### src/rtl/pol2rect_pkg.sv
// Shared types and constants for the polar-to-rectangular CORDIC.
// Angles are 16-bit binary (65536 = 360 deg); x/y carry FRAC fractional bits.
package pol2rect_pkg;
    localparam int XY_W   = 18;
    localparam int ANG_W  = 16;
    localparam int OUT_W  = 9;
    localparam int ATAN_N = 12;

    localparam logic [15:0] INV_K = 16'd39797;

    typedef enum logic [1:0] {IDLE, ROT, DONE} state_e;

    typedef logic signed [XY_W-1:0]  xy_t;
    typedef logic signed [ANG_W-1:0] ang_t;

    function automatic ang_t atan_lut(input logic [3:0] i);
        case (i)
            4'd0:    atan_lut = 16'sd8192;
            4'd1:    atan_lut = 16'sd4836;
            4'd2:    atan_lut = 16'sd2555;
            4'd3:    atan_lut = 16'sd1297;
            4'd4:    atan_lut = 16'sd651;
            4'd5:    atan_lut = 16'sd326;
            4'd6:    atan_lut = 16'sd163;
            4'd7:    atan_lut = 16'sd81;
            4'd8:    atan_lut = 16'sd41;
            4'd9:    atan_lut = 16'sd20;
            4'd10:   atan_lut = 16'sd10;
            4'd11:   atan_lut = 16'sd5;
            default: atan_lut = '0;
        endcase
    endfunction
endpackage

### src/rtl/pol_to_rect_cordic_if.sv
// Input handshake and result strobe of the polar-to-rectangular converter.
interface pol_to_rect_cordic_if;
    logic                                      in_valid;
    logic                                      in_ready;
    logic [7:0]                                r_in;
    logic [7:0]                                theta_in;
    logic                                      out_valid;
    logic signed [pol2rect_pkg::OUT_W-1:0]     x_out;
    logic signed [pol2rect_pkg::OUT_W-1:0]     y_out;

    modport master (output in_valid, r_in, theta_in,
                    input  in_ready, out_valid, x_out, y_out);
    modport slave  (input  in_valid, r_in, theta_in,
                    output in_ready, out_valid, x_out, y_out);
endinterface

### src/rtl/pol2rect_cordic_iter.sv
// One rotation-mode CORDIC micro-rotation: drives z toward zero.
module pol2rect_cordic_iter
    import pol2rect_pkg::*;
(
    input  xy_t        x_i,
    input  xy_t        y_i,
    input  ang_t       z_i,
    input  logic [3:0] i_i,
    output xy_t        x_o,
    output xy_t        y_o,
    output ang_t       z_o
);
    xy_t  xs, ys;
    ang_t at;

    assign xs = x_i >>> i_i;
    assign ys = y_i >>> i_i;
    assign at = atan_lut(i_i);

    always_comb begin
        if (z_i[ANG_W-1]) begin
            x_o = x_i + ys;
            y_o = y_i - xs;
            z_o = z_i + at;
        end else begin
            x_o = x_i - ys;
            y_o = y_i + xs;
            z_o = z_i - at;
        end
    end
endmodule

### src/rtl/pol_to_rect_cordic.sv
// Iterative polar -> rectangular converter: one CORDIC step per enabled clock,
// result strobed ITER+1 enabled clocks after the accepting edge.
module pol_to_rect_cordic
    import pol2rect_pkg::*;
#(
    parameter int ITER = 12,
    parameter int FRAC = 6
) (
    input  logic                 clk,
    input  logic                 rst,
    input  logic                 ena,
    pol_to_rect_cordic_if.slave  bus
);
    localparam logic signed [XY_W:0] HALF   = (XY_W+1)'(1 << (FRAC-1));
    localparam logic signed [XY_W:0] SAT_HI = (XY_W+1)'(255);
    localparam logic signed [XY_W:0] SAT_LO = -(XY_W+1)'(255);

    state_e                    state_q, state_d;
    logic [3:0]                cnt_q, cnt_d;
    xy_t                       x_q, x_d, y_q, y_d, x_n, y_n, x_init;
    ang_t                      z_q, z_d, z_n, z_init;
    logic signed [OUT_W-1:0]   xo_q, xo_d, yo_q, yo_d;
    logic                      ov_q, ov_d;
    logic [23:0]               prod;
    logic                      fold;

    function automatic logic signed [OUT_W-1:0] round_sat(input xy_t v);
        logic signed [XY_W:0] t;
        t = (XY_W+1)'(v) + HALF;
        t = t >>> FRAC;
        if (t > SAT_HI)      round_sat = SAT_HI[OUT_W-1:0];
        else if (t < SAT_LO) round_sat = SAT_LO[OUT_W-1:0];
        else                 round_sat = t[OUT_W-1:0];
    endfunction

    // Quadrants 2 and 3 are folded by negating x and rotating z by 180 deg,
    // which leaves |z| <= 90 deg, inside the CORDIC convergence range.
    assign fold   = bus.theta_in[7] ^ bus.theta_in[6];
    assign prod   = 24'(bus.r_in) * 24'(INV_K);
    assign x_init = xy_t'(prod >> (16-FRAC));
    assign z_init = {bus.theta_in ^ {fold, 7'd0}, 8'h00};

    pol2rect_cordic_iter u_iter (
        .x_i (x_q), .y_i (y_q), .z_i (z_q), .i_i (cnt_q),
        .x_o (x_n), .y_o (y_n), .z_o (z_n)
    );

    always_ff @(posedge clk or posedge rst) begin
        if (rst) state_q <= IDLE;
        else     state_q <= state_d;
    end

    always_comb begin
        state_d = state_q;
        if (ena) begin
            case (state_q)
                IDLE:    if (bus.in_valid) state_d = ROT;
                ROT:     if (cnt_q == 4'(ITER-1)) state_d = DONE;
                DONE:    state_d = IDLE;
                default: state_d = IDLE;
            endcase
        end
    end

    always_comb begin
        bus.in_ready = (state_q == IDLE) && !rst;
    end

    always_comb begin
        x_d = x_q; y_d = y_q; z_d = z_q; cnt_d = cnt_q;
        xo_d = xo_q; yo_d = yo_q; ov_d = ov_q;
        // A frozen strobe stays asserted; it only clears on an enabled edge.
        if (ena) begin
            ov_d = 1'b0;
            case (state_q)
                IDLE: if (bus.in_valid) begin
                    x_d   = fold ? -x_init : x_init;
                    y_d   = '0;
                    z_d   = z_init;
                    cnt_d = '0;
                end
                ROT: begin
                    x_d   = x_n;
                    y_d   = y_n;
                    z_d   = z_n;
                    cnt_d = (cnt_q == 4'(ITER-1)) ? 4'd0 : cnt_q + 4'd1;
                end
                DONE: begin
                    xo_d = round_sat(x_q);
                    yo_d = round_sat(y_q);
                    ov_d = 1'b1;
                end
                default: ;
            endcase
        end
    end

    always_ff @(posedge clk or posedge rst) begin
        if (rst) begin
            x_q <= '0; y_q <= '0; z_q <= '0; cnt_q <= '0;
            xo_q <= '0; yo_q <= '0; ov_q <= 1'b0;
        end else begin
            x_q <= x_d; y_q <= y_d; z_q <= z_d; cnt_q <= cnt_d;
            xo_q <= xo_d; yo_q <= yo_d; ov_q <= ov_d;
        end
    end

    assign bus.out_valid = ov_q;
    assign bus.x_out     = xo_q;
    assign bus.y_out     = yo_q;
endmodule

### src/flat_wrapper.sv
// flat-port wrapper written by rule: the top's interface ports become plain ports
module pol_to_rect_cordic_flat import pol2rect_pkg::*;
#(
    parameter int ITER = 12,
    parameter int FRAC = 6
)
  (clk, rst, ena, bus_in_valid, bus_r_in, bus_theta_in, bus_in_ready, bus_out_valid, bus_x_out, bus_y_out);
  pol_to_rect_cordic_if bus_i ();
  input  logic clk;
  input  logic rst;
  input  logic ena;
  input wire logic [$bits(bus_i.in_valid)-1:0] bus_in_valid;
  input wire logic [$bits(bus_i.r_in)-1:0] bus_r_in;
  input wire logic [$bits(bus_i.theta_in)-1:0] bus_theta_in;
  output wire logic [$bits(bus_i.in_ready)-1:0] bus_in_ready;
  output wire logic [$bits(bus_i.out_valid)-1:0] bus_out_valid;
  output wire logic [$bits(bus_i.x_out)-1:0] bus_x_out;
  output wire logic [$bits(bus_i.y_out)-1:0] bus_y_out;
  assign bus_i.in_valid = bus_in_valid;
  assign bus_i.r_in = bus_r_in;
  assign bus_i.theta_in = bus_theta_in;
  assign bus_in_ready = bus_i.in_ready;
  assign bus_out_valid = bus_i.out_valid;
  assign bus_x_out = bus_i.x_out;
  assign bus_y_out = bus_i.y_out;
  pol_to_rect_cordic #(.ITER(ITER), .FRAC(FRAC)) u_core (.clk(clk), .rst(rst), .ena(ena), .bus(bus_i));
endmodule
### config.mk
export PLATFORM = sky130hd
export DESIGN_NAME = pol_to_rect_cordic_flat
export DESIGN_NICKNAME = d
export VERILOG_FILES = /design/src/rtl/pol2rect_pkg.sv /design/src/rtl/pol_to_rect_cordic_if.sv /design/src/rtl/pol2rect_cordic_iter.sv /design/src/rtl/pol_to_rect_cordic.sv /design/src/flat_wrapper.sv
export SDC_FILE = /design/constraint.sdc
export NUM_CORES = 1
export LEC_CHECK = 0
export ABC_AREA = 1
export CORE_MARGIN = 2
export CORE_UTILIZATION = 50
export CTS_BUF_LIST = sky130_fd_sc_hd__clkbuf_8
export CTS_CLUSTER_DIAMETER = 50
export DETAILED_ROUTE_END_ITERATION = 7
export PLACE_DENSITY_LB_ADDON = 0.08
export SLEW_MARGIN = 20
export SYNTH_ARGS = -nofsm -noshare
export SYNTH_HDL_FRONTEND = slang
export SYNTH_SLANG_ARGS = --single-unit
### constraint.sdc
create_clock -name clk -period 10.05 [get_ports clk]
set_clock_uncertainty 0.15 [all_clocks]
set_input_delay 2.01 -clock clk [delete_from_list [all_inputs] [get_ports clk]]
set_output_delay 2.01 -clock clk [all_outputs]
set_load 0.05 [all_outputs]
==> results.toml, run 1 <==
[sta]
fin_crit_sh_pct = 68.7
tightest_slew_ps = 923
hold_viol = 0
timing.fmax_mhz = 145
slew_viol_final = 0
period_needed_ps = 6910
finalSetupViolCount = 0
setup_tns_ps = 0
grt_setup_unrepaired = "false"
slew_headroom_pct = 38.1

[route]
first_iter_violations = 826
drc = 0
avgRoutedWirePerCell_um = 15.2
via_per_inst = 5.49
vias = 12100
antenna_left = 0
dr.pass1.iters = 8
wl_um = 33500

[clocking]
clock-sinks = 77
hold_buffers = 0
clk_pin_slew_ps = 100
post-cts-setup-buffer-count = 0
root_buffer = "clkbuf_8"
ctsResizeCount = 0
cts_tree = "yes"
cts_max_level = 3
cts_buffers = 9
clock_latency_ps = 390
clockBufferDepth = 2

[critical_path]
path_class = "input pin to flip-flop"
crit_arrival_ps = 7030
start_kind = "input pin"
cp.required_ps = 10170
end_kind = "flip-flop"
crit_fanout = 7

[synth]
syn_avg_cell_area_um2 = 6.25
netlist_area_mm2 = 0.0117
synth-async-reset-ratio_pct = 100
synth-edff-count = 0
synth_cell_types = 50
ys_seq_elements = 77
yosysWarnings = 0
synth_top_flop_cell = "dfrtp_1"
synth_nets = 2049
netlist_instances = 1879
synth.yosys.seq_area_share_pct = 16.4

[floorplan]
start_util_pct = 50.5
dieArea_mm2 = 0.0247
dieWidth_um = 157
num_rows = 56
io_pins = 40
die_h_um = 157
coreArea_mm2 = 0.0233

[cells_and_area]
syn2layout_area_growth_pct = 6.42
layout_commonest_cell = "nand2_1"
drive_above_1_share_pct = 3.23
nNetsFinal = 2053
antenna_cells = 0
layout_common_cells = "nand2_1 (534), inv_1 (275), nand3_1 (206)"
fillers = 2431

[global_routing]
grt_pass1_vias = 11400
grt_use_met2_pct = 45.5
grt_max_degree = 53
antenna_found_initial = 0
track_usage_pct = 27.7
grt_pass1_wl_um = 55000
grt-ovfl-total = 0
globalRouteMet1Util_pct = 37.6
busiest_layer = "met2"
globalRouteMet3Util_pct = 3.17

[place]
dp_hpwl_um = 26300
numPortBuffers = 39
place_congestion = 0.944

[run]
cap_violations = 0

[min_path]
hold_class = "flip-flop to flip-flop"

[outcome]
status = "finished clean"
final cells by class:
cell class / instances / area, um2 / share of cell area, %
Clock buffer: 9 / 124 / 0.991
Multi-Input combinational cell: 1464 / 8480 / 67.9
Sequential cell: 77 / 1930 / 15.4
Inverter: 282 / 1060 / 8.48
Clock inverter: 6 / 41.3 / 0.330
Timing Repair Buffer: 49 / 465 / 3.72
Tap cell: 319 / 399 / 3.19
synthesized netlist by cell type (21+ instances only):
library cell,n,area share (%)
nand2_1,534,17
inv_1,275,8.8
nand3_1,206,8.8
a21oi_1,124,5.3
nor2_1,122,3.9
ha_1,110,12
o21ai_0,96,4.1
dfrtp_1,77,16
xor2_1,54,4.0
fa_1,40,6.8
nand4_1,22,1.2
clkbuf_1,21,0.67
critical path, stage by stage:
cell and delay (ps):
clkdlybuf4s50_1 690, inv_1 80, ha_1 380, inv_1 80, fa_1 510, fa_1 550
inv_1 50, fa_1 520, inv_1 40, ha_1 360, nand2_1 140, inv_1 60
a21oi_1 280, nand3_1 120, nand2_1 70, nand2_1 60, inv_1 100, nand2_1 70
nor2_1 150, nand2_1 110, nor2_1 170, nand3_1 100, a21oi_1 200, a21boi_0 120
sequential cells by signal (all words and copies together) (netlist names):
register              cells
u_core.x_q               18
u_core.y_q               18
u_core.z_q               16
u_core.bus.x_out          9
u_core.bus.y_out          9
u_core.cnt_q              4
u_core.state_q            2
u_core.bus.out_valid      1
per-layer routing:
metal	part of all wire, %	vias up
met5	0	-
met4	3.4	0
met3	4.1	70
met2	45	322
met1	48	5584
li1	-	6124
worst paths after layout:
| check | slack, ps | endpoint | depth (start not counted) | start |
|---|---|---|---|---|
| min in group asynchronous | 1820 | u_core.z_q[5]$_DFFE_PP0P_ | 2 | rst |
| setup / recovery | 3140 | u_core.x_q[15]$_DFFE_PP0P_ | 24 | bus_r_in[6] |
| hold / removal | 340 | u_core.bus.y_out[8]$_DFFE_PP0P_ | 2 | u_core.bus.y_out[8]$_DFFE_PP0P_ |
| max in group asynchronous | 6790 | u_core.cnt_q[1]$_DFFE_PP0P_ | 3 | rst |
| hold reg to reg | 340 | u_core.bus.y_out[8]$_DFFE_PP0P_ | 2 | u_core.bus.y_out[8]$_DFFE_PP0P_ |
| setup reg to reg | 5160 | u_core.x_q[17]$_DFFE_PP0P_ | 26 | u_core.cnt_q[1]$_DFFE_PP0P_ |
cell families (layout without fill, tap and decap cells):
group / Yosys count / after routing / share of synthesized area, %
xor+xnor: 68 / 68 / 5.07
buf+inv: 338 / 346 / 11.5
fa+ha+maj: 150 / 150 / 18.5
simple gates: 937 / 937 / 33.7
compound gates: 309 / 309 / 14.8
flops: 77 / 77 / 16.4
per-stage QoR:
stage / setup slack [ps] / util (%) / cell area (um2) / hold WS, ps / instances
finish: 3140 / 53.7 / 12500 / 343 / 2206
global route: 2670 / 53.7 / 12500 / 379 / 2206
CTS: 3200 / 53.7 / 12500 / 346 / 2206
detailed placement: 2770 / 53.0 / 12300 / 324 / 2191
global placement: 2870 / 53.0 / 12300 / 319 / 2191
floorplan: 3930 / - / 11700 / 305 / 1879
Power of run 1 is not shown: default switching activity piles up to over one toggle a cycle in this logic, so the estimate is an artifact.
==> run 2: changes to the inputs <==
==> constraint.sdc (replaced) <==
create_clock -name clk -period 6 [get_ports clk]
set_clock_uncertainty 0.15 [all_clocks]
set_input_delay 1.2 -clock clk [delete_from_list [all_inputs] [get_ports clk]]
set_output_delay 1.2 -clock clk [all_outputs]
set_load 0.05 [all_outputs]
==> run 2 against run 1 <==
  * Global-route usage is 0.35 points lower
  * Worst hold slack improved by 6.6 ps
  * Wire length fell by 1.6%
  * Via count shrank 0.26%
  * Sequential share of layout area shrank 0.64 points
  * Core utilization grew 2.3 points
  * Non-clock buffer count grew 57
  * Final cell count up 2.6%
  * Die area unchanged
  * Critical endpoint unchanged
  * Worst setup slack worse by 2800 ps
  * Critical path depth increased by 2
  * Flip-flop and latch count did not move
  * Highest routed layer unchanged
==> results.toml, run 2 (synthesized netlist as in run 1, its figures left out) <==
[outcome]
status = "finished clean"

[global_routing]
antenna_found_initial = 0
grt_max_degree = 50
grt_pass1_vias = 11400
track_usage_pct = 27.3
grt-ovfl-total = 0
grt_pass1_wl_um = 54800

[cells_and_area]
nNetsFinal = 2110
stdcell_count = 2264
layout_commonest_cell = "nand2_1"
final_area_mm2 = 0.0130
layout_common_cells = "nand2_1 (531), inv_1 (274), nand3_1 (205)"
drive_above_1_share_pct = 6.94
antenna_cells = 0
syn2layout_area_growth_pct = 11.0
reg_top3 = "u_core.x_q x18, u_core.y_q x18, u_core.z_q x16"

[sta]
worst_hold_slack_ps = 350
finalSetupViolCount = 0
slew_viol_final = 0
hold_viol = 0
grt_setup_unrepaired = "true"
period_needed_ps = 5660
fin_crit_sh_pct = 94.4
tightest_slew_ps = 938
timing.fmax_mhz = 177
slew_headroom_pct = 37.1

[route]
dr.pass1.iters = 5
wl_um = 32900
via_per_inst = 5.33
drc = 0
vias = 12100
first_iter_violations = 836
antenna_left = 0
avgRoutedWirePerCell_um = 14.5

[place]
postPlaceCellArea_mm2 = 0.0128
numPortBuffers = 39
dp_hpwl_um = 26500
placed_cells = 2248
place_congestion = 0.938

[floorplan]
coreArea_mm2 = 0.0233
start_util_pct = 50.5
num_rows = 56
io_pins = 40
die_h_um = 157
dieWidth_um = 157
dieArea_mm2 = 0.0247

[run]
cap_violations = 0

[clocking]
post-cts-setup-buffer-count = 0
clockBufferDepth = 2
root_buffer = "clkbuf_8"
clk_pin_slew_ps = 100
clock-sinks = 77
cts_buffers = 9
clock_latency_ps = 390
cts_tree = "yes"
cts_max_level = 3

[critical_path]
end_kind = "flip-flop"
crit_arrival_ps = 5770
slowest_stage = "fa_1"
worst_path_most_repeated_cell = "nand2_1"
crit_fanout = 4
path_class = "input pin to flip-flop"
cpPeakStageDelay_ps = 530
cp.required_ps = 6110
start_kind = "input pin"

[min_path]
hold_class = "flip-flop to flip-flop"
## run 2: final timing paths
kind / from / endpoint / slack (ps) / cells past startpoint
max in group asynchronous: rst / u_core.x_q[3]$_DFFE_PP0P_ / 3560 / 3
worst min register to register: u_core.bus.x_out[8]$_DFFE_PP0P_ / u_core.bus.x_out[8]$_DFFE_PP0P_ / 350 / 2
worst max register to register: u_core.cnt_q[3]$_DFFE_PP0P_ / u_core.x_q[15]$_DFFE_PP0P_ / 1160 / 21
min in group asynchronous: rst / u_core.z_q[8]$_DFFE_PP0P_ / 1130 / 2
worst min-delay path: u_core.bus.x_out[8]$_DFFE_PP0P_ / u_core.bus.x_out[8]$_DFFE_PP0P_ / 350 / 2
worst max-delay path: bus_r_in[3] / u_core.x_q[15]$_DFFE_PP0P_ / 340 / 26
## run 2: area by class of cell
type / instances / area [um2]
Fill cell: 2414 / 10200
Sequential cell: 77 / 1930
Multi-Input combinational cell: 1464 / 8550
Clock inverter: 7 / 73.8
Tap cell: 319 / 399
Timing Repair Buffer: 106 / 898
Clock buffer: 9 / 124
Inverter: 282 / 1060
## run 2: per-stage QoR
| step | TNS, ps | worst slack [ps] | util, % |
|---|---|---|---|
| after floorplan | 0 | 690 | - |
| after global routing | -0.713 | -0.713 | 56.0 |
| final | 0 | 337 | 56.0 |
| after detailed placement | -1750 | -210 | 54.9 |
| after global placement | -644 | -138 | 54.9 |
| after CTS | 0 | 172 | 55.7 |
## run 2: worst max-delay path: cells and delay by family
kind	cells	cell delay (ps)
adders and majority gates	5	2160
AOI/OAI and AO/OA	2	310
and+or+nand+nor	12	1190
buffers and inverters	7	890
## run 2: what timing repair did
action,CTS,global route
setup endpoints to repair,0,13
gates resized for setup,0,22
hold buffers,0,0
## run 2: routing by layer
layer	GRT usage (%)	up-vias	part of all wire, %
met2	47.2	264	47
met1	37.1	5532	48
met5	0	-	0
li1	-	6231	-
met3	2.29	41	3.5
met4	6.45	0	1.8
Power of run 2 is left out for the same reason.
